`src/rtl/blinky_runner_if.sv`:
```
// Run-control and LED status bundle between a blinky_runner and whatever drives/observes it.
// The slave side is the blinker itself; the master side supplies the enable and watches the outputs.
interface blinky_runner_if #(
  parameter int COUNT_W = 16
);
  logic               en_i;
  logic               led_o;
  logic               on_pulse_o;
  logic               off_pulse_o;
  logic [COUNT_W-1:0] blink_count_o;

  modport master (
    output en_i,
    input  led_o,
    input  on_pulse_o,
    input  off_pulse_o,
    input  blink_count_o
  );

  modport slave (
    input  en_i,
    output led_o,
    output on_pulse_o,
    output off_pulse_o,
    output blink_count_o
  );
endinterface

```
`src/rtl/blinky_runner.sv`:
```
// Enable-gated LED blinker: OFF_CYCLES low, ON_CYCLES high, with one-cycle phase-entry pulses
// and a wrapping count of completed on-to-off transitions. Every output comes straight from a flop.
module blinky_runner #(
  parameter int ON_CYCLES  = 500_000,
  parameter int OFF_CYCLES = 500_000,
  parameter int COUNT_W    = 16
) (
  input  logic          clk_i,
  input  logic          rst_ni,
  blinky_runner_if.slave bus
);

  localparam int MAX_CYC = (ON_CYCLES > OFF_CYCLES) ? ON_CYCLES : OFF_CYCLES;
  localparam int CNT_W   = (MAX_CYC > 1) ? $clog2(MAX_CYC) : 1;
  localparam logic [CNT_W-1:0] ON_LAST  = CNT_W'(ON_CYCLES - 1);
  localparam logic [CNT_W-1:0] OFF_LAST = CNT_W'(OFF_CYCLES - 1);

  generate
    if (ON_CYCLES < 1 || OFF_CYCLES < 1) begin : g_param_check
      $fatal(1, "blinky_runner: ON_CYCLES and OFF_CYCLES must both be >= 1");
    end
  endgenerate

  typedef enum logic {
    PH_OFF = 1'b0,
    PH_ON  = 1'b1
  } phase_t;

  phase_t             r_phase, w_phase_nxt;
  logic [CNT_W-1:0]   r_cnt, w_cnt_nxt;
  logic               r_led, w_led_nxt;
  logic               r_on_pulse, w_on_pulse_nxt;
  logic               r_off_pulse, w_off_pulse_nxt;
  logic [COUNT_W-1:0] r_blink, w_blink_nxt;

  always_ff @(posedge clk_i or negedge rst_ni) begin
    if (!rst_ni) begin
      r_phase     <= PH_OFF;
      r_cnt       <= '0;
      r_led       <= 1'b0;
      r_on_pulse  <= 1'b0;
      r_off_pulse <= 1'b0;
      r_blink     <= '0;
    end else begin
      r_phase     <= w_phase_nxt;
      r_cnt       <= w_cnt_nxt;
      r_led       <= w_led_nxt;
      r_on_pulse  <= w_on_pulse_nxt;
      r_off_pulse <= w_off_pulse_nxt;
      r_blink     <= w_blink_nxt;
    end
  end

  // Disabled edges hold everything but still clear the pulses, so a stall never stretches one.
  always_comb begin
    w_phase_nxt     = r_phase;
    w_cnt_nxt       = r_cnt;
    w_led_nxt       = r_led;
    w_on_pulse_nxt  = 1'b0;
    w_off_pulse_nxt = 1'b0;
    w_blink_nxt     = r_blink;
    if (bus.en_i) begin
      case (r_phase)
        PH_OFF: begin
          if (r_cnt == OFF_LAST) begin
            w_phase_nxt    = PH_ON;
            w_cnt_nxt      = '0;
            w_led_nxt      = 1'b1;
            w_on_pulse_nxt = 1'b1;
          end else begin
            w_cnt_nxt = r_cnt + 1'b1;
          end
        end
        PH_ON: begin
          if (r_cnt == ON_LAST) begin
            w_phase_nxt     = PH_OFF;
            w_cnt_nxt       = '0;
            w_led_nxt       = 1'b0;
            w_off_pulse_nxt = 1'b1;
            w_blink_nxt     = r_blink + 1'b1;
          end else begin
            w_cnt_nxt = r_cnt + 1'b1;
          end
        end
      endcase
    end
  end

  assign bus.led_o         = r_led;
  assign bus.on_pulse_o    = r_on_pulse;
  assign bus.off_pulse_o   = r_off_pulse;
  assign bus.blink_count_o = r_blink;

endmodule

```
`src/flat_wrapper.sv`:
```
// flat-port wrapper written by rule: the top's interface ports become plain ports
module blinky_runner_flat 
#(
  parameter int ON_CYCLES  = 500_000,
  parameter int OFF_CYCLES = 500_000,
  parameter int COUNT_W    = 16
)
  (clk_i, rst_ni, bus_en_i, bus_led_o, bus_on_pulse_o, bus_off_pulse_o, bus_blink_count_o);
  blinky_runner_if #(.COUNT_W(COUNT_W)) bus_i ();
  input  logic clk_i;
  input  logic rst_ni;
  input wire logic [$bits(bus_i.en_i)-1:0] bus_en_i;
  output wire logic [$bits(bus_i.led_o)-1:0] bus_led_o;
  output wire logic [$bits(bus_i.on_pulse_o)-1:0] bus_on_pulse_o;
  output wire logic [$bits(bus_i.off_pulse_o)-1:0] bus_off_pulse_o;
  output wire logic [$bits(bus_i.blink_count_o)-1:0] bus_blink_count_o;
  assign bus_i.en_i = bus_en_i;
  assign bus_led_o = bus_i.led_o;
  assign bus_on_pulse_o = bus_i.on_pulse_o;
  assign bus_off_pulse_o = bus_i.off_pulse_o;
  assign bus_blink_count_o = bus_i.blink_count_o;
  blinky_runner #(.ON_CYCLES(ON_CYCLES), .OFF_CYCLES(OFF_CYCLES), .COUNT_W(COUNT_W)) u_core (.clk_i(clk_i), .rst_ni(rst_ni), .bus(bus_i));
endmodule
```
`config.mk`:
```
export PLATFORM = sky130hd
export DESIGN_NAME = blinky_runner_flat
export DESIGN_NICKNAME = d
export VERILOG_FILES = /design/src/rtl/blinky_runner_if.sv /design/src/rtl/blinky_runner.sv /design/src/flat_wrapper.sv
export SDC_FILE = /design/constraint.sdc
export NUM_CORES = 1
export LEC_CHECK = 0
export BUFFER_PORTS_ARGS = -buffer_cell sky130_fd_sc_hd__buf_2
export CORE_ASPECT_RATIO = 1.5
export CORE_MARGIN = 2
export CORE_UTILIZATION = 40
export DETAILED_ROUTE_END_ITERATION = 8
export MAX_ROUTING_LAYER = met4
export PLACE_DENSITY = 0.6
export RECOVER_POWER = 25
export SLEW_MARGIN = 30
export SYNTH_ARGS = -nofsm -noshare
export SYNTH_HDL_FRONTEND = slang
export SYNTH_SLANG_ARGS = --single-unit
export TNS_END_PERCENT = 5
```
`constraint.sdc`:
```
create_clock -name clk_i -period 2.36 [get_ports clk_i]
set_input_delay 0.472 -clock clk_i [delete_from_list [all_inputs] [get_ports clk_i]]
set_output_delay 0.472 -clock clk_i [all_outputs]
set_load 0.01 [all_outputs]
```
==> results.md <==
- Run status: finished clean
- Final setup vio count: 0
- Total leakage power: 1.08 nW
- Number of sinks driven by the clock tree: 39
- Share of synthesized area occupied by flip-flops and latches: 0.516
- Total global routing track utilization: 0.172
- Number of nets with antenna violations after detailed routing: 0
- Antenna violations before repair: 0
- Die width: ~60 um
- Total Die Area: 5300 sq um
- Normalized max-slew margin: 0.161
- RSZ-0062 raised after global routing: false
- Setup TNS Final: 0 ps
- Clock tree from TritonCTS: built
- Number of library cell types mapped by synthesis: 33
- Critical path startpoint category: register
- Minimum clock period: roughly 2000 ps
- Maximum fanout along the worst path: 6
- Maximum level of the CTS H-tree: 2
- Height of the chip: ~88 um
- Simple-gate share of the synthesized area: 0.224
- Average wire per standard cell: 13.8 um
- Final cycle utilization of the critical path: 0.845
- Post-layout instance count excluding filler cells: between 200 and 300
- Final HPWL from detailed placement: ~2800 um
- Storage element area: 976 sq um
- Post-synthesis share of cell area spent on full adders, half adders and majority gates: 0.0397
- Cell Area, Synth: 1890 sq um
- Register clock-pin slew on the reported worst setup and hold paths: 80 ps
- Final Slew Violations: 0
- Clk Latency, worst-skew pair: 290 ps
- Kind of capture point of the worst setup path: register
- Root buffer cell: sky130_fd_sc_hd__clkbuf_8
- Slew @ Worst Pin: 1260 ps
- Wire length of the first global-routing pass: around 6600 um
- Number of primary I/O pins: 22
- Worst-case vdd ir drop: 0.000377 V
- Hold-fix buffers at CTS: 0
- Xor/xnor cell area share of the yosys netlist: 0.120
- Wirelength, routed: 3810 um
- Combinational family with the most area after synthesis: simple AND/OR/NAND/NOR gates
- Fraction of the mapped netlist area in compound gates: 0.0450
- Vias: between 1000 and 1500
- Placed cell count: 267
- Placement Rows: 30
- Type of the worst setup path: reg2reg
- Number of port buffers: 21
- Share of post-route cells with drive strength above 1: 0.156
- Total power: approximately 1.4 mW
- Post_cts resized: 0
- Number of fill cells: roughly 440
- Total nets after synthesis: approximately 190
- RD Place Congestion: slightly below 0.8
- Deepest clock path buffer count: 2
- Number of antenna cells inserted: 0
- Number of buffers inserted to repair setup after CTS: 0
- Violation count after the first detailed-route iteration: 61
- Power Dens Cells: 650 nW/um^2
- Post-layout nets: roughly 220
- Number of buffers added by the clock tree synthesis step: 5
- Cell count after synthesis: around 180
- Final Hold Fails: 0
- Post-detailed-route DRC marker count: 0
- Fraction of synthesized area in multiplexers: 0.0218
- Number of global-route vias before repair: approximately 1400
- Mean instance size in the synthesized netlist: 10.3 sq um
- Pin count of the biggest net entering global routing: 24
- Post-synthesis sequential element count: 39
- Avg Vias per Cell: 5.14
- Multi-input logic area: between 800 and 900 sq um
- Number of enable flip-flop cells after synthesis: 0
- Primary FF master, synth: sky130_fd_sc_hd__dfrtp_1
- Remaining Overflow, GRT: 0
- Synth async-reset ratio: 1.00
- Largest clock skew in the final design: between 7 and 8 ps
- Hold Crit Class: in2async
- Drt pass-1 iters: 4
- CP Data Required Time: between 2000 and 3000 ps
- Initial Utilization: 0.416
- Area of the core: between 4000 and 5000 sq um
- Data arrival time of the critical path: about 2200 ps
- Maximum clock frequency: 502 MHz
- Max-cap violation count: 0
- Yosys warns: 0
- Area growth, synth to finish: 14.5%
critical path, stage by stage, from the launching register on:
cell and delay [ps]:
sky130_fd_sc_hd__dfrtp_1 430, sky130_fd_sc_hd__ha_1 240, sky130_fd_sc_hd__and4_1 290, sky130_fd_sc_hd__nand4_1 310
sky130_fd_sc_hd__nor4b_1 480, sky130_fd_sc_hd__xor2_1 170
power breakdown:
part | total (mW) | switching [mW] | internal (mW)
Clock | 0.443 | 0.236 | 0.207
Combinational | 0.153 | 0.0869 | 0.0662
Sequential | 0.812 | 0.0841 | 0.728
Total | 1.41 | 0.407 | 1.00
path summary, 6_finish.rpt:
path	start	end	slack, ps	cells after the start
max reg2reg	u_core.r_cnt[0]$_DFFE_PN0P_	u_core.bus.blink_count_o[14]$_DFFE_PN0P_	370	5
max in group asynchronous	rst_ni	u_core.bus.blink_count_o[5]$_DFFE_PN0P_	960	2
max	u_core.r_cnt[0]$_DFFE_PN0P_	u_core.bus.blink_count_o[14]$_DFFE_PN0P_	370	5
min reg2reg	u_core.bus.blink_count_o[15]$_DFFE_PN0P_	u_core.bus.blink_count_o[15]$_DFFE_PN0P_	460	1
min	rst_ni	u_core.r_cnt[15]$_DFFE_PN0P_	430	1
min in group clk_i	u_core.bus.blink_count_o[15]$_DFFE_PN0P_	u_core.bus.blink_count_o[15]$_DFFE_PN0P_	460	1
synthesized netlist by cell type, drive strengths merged (4+ instances only):
| library cell | number | area (sq um) |
|---|---|---|
| o21ai | 7 | 35.0 |
| dfrtp | 39 | 976 |
| nor3 | 15 | 75.1 |
| and4 | 5 | 43.8 |
| nor2 | 9 | 33.8 |
| nand2 | 15 | 56.3 |
| ha | 6 | 75.1 |
| a21oi | 4 | 20.0 |
| xor2 | 17 | 149 |
| nand4 | 7 | 43.8 |
| xnor2 | 9 | 78.8 |
| inv | 9 | 33.8 |
| nand3 | 10 | 50.1 |
through the flow:
stage               utilization  hold slack (ps)  setup slack, ps  instance area, sq um
floorplan                     -              176              486                  1890
global placement          0.459              450              355                  2080
detailed placement        0.459              456              333                  2080
CTS                       0.478              165              367                  2170
global route              0.477              484              115                  2160
finish                    0.477              430              366                  2160
kinds of logic (layout without fill, tap and decap cells):
| group | after synthesis | in the layout |
|---|---|---|
| and+or+nand+nor | 78 | 78 |
| DFF | 39 | 39 |
| xor gates and xnor gates | 26 | 26 |
| AOI/OAI and AO/OA | 15 | 15 |
| buffers and inverters | 15 | 43 |
| adders and majority gates | 6 | 6 |
| muxes | 4 | 4 |
cell type report:
type / instances / share of cell area
flip-flops and latches: 39 / 0.451
well taps: 64 / 0.0370
clock inverters: 2 / 0.00578
multi-input cells: 129 / 0.394
clock buffers: 6 / 0.0335
repair buffers: 26 / 0.0636
inverters: 9 / 0.0156
layout by cell type (no fill, tap or decap), types with 3 or more instances in the layout:
cell / Yosys / final
sky130_fd_sc_hd__buf_2: 1 / 20
sky130_fd_sc_hd__inv_1: 9 / 9
sky130_fd_sc_hd__ha_1: 6 / 6
sky130_fd_sc_hd__nor4_1: 3 / 3
sky130_fd_sc_hd__or3_1: 3 / 3
sky130_fd_sc_hd__and3_1: 3 / 3
sky130_fd_sc_hd__mux2i_1: 3 / 3
sky130_fd_sc_hd__buf_4: 1 / 4
sky130_fd_sc_hd__clkbuf_1: 2 / 3
sky130_fd_sc_hd__xnor2_1: 9 / 9
sky130_fd_sc_hd__nor3_1: 15 / 15
sky130_fd_sc_hd__o21ai_0: 7 / 7
sky130_fd_sc_hd__nand2_1: 15 / 15
sky130_fd_sc_hd__and2_1: 3 / 3
sky130_fd_sc_hd__nor2_1: 9 / 9
sky130_fd_sc_hd__nand4_1: 7 / 7
sky130_fd_sc_hd__xor2_1: 17 / 17
sky130_fd_sc_hd__dfrtp_1: 39 / 39
sky130_fd_sc_hd__a21oi_1: 4 / 4
sky130_fd_sc_hd__clkbuf_8: 0 / 5
sky130_fd_sc_hd__and4_1: 5 / 5
sky130_fd_sc_hd__nand3_1: 10 / 10
sequential cells by signal, summed over array words and instances (netlist names):
register,count
u_core.r_cnt,19
u_core.bus.blink_count_o,16
u_core.bus.led_o,1
u_core.bus.off_pulse_o,1
u_core.bus.on_pulse_o,1
u_core.r_phase,1
metal layers:
metal | track usage | vias to the layer above | wire length, um
li1 | - | 696 | -
met1 | 0.212 | 688 | 1570
met2 | 0.278 | 23 | 2050
met3 | 0.0355 | 7 | 111
met4 | 0.0566 | 0 | 75
met5 | - | - | 0
Note: power is estimated with default switching activity, not from simulation.
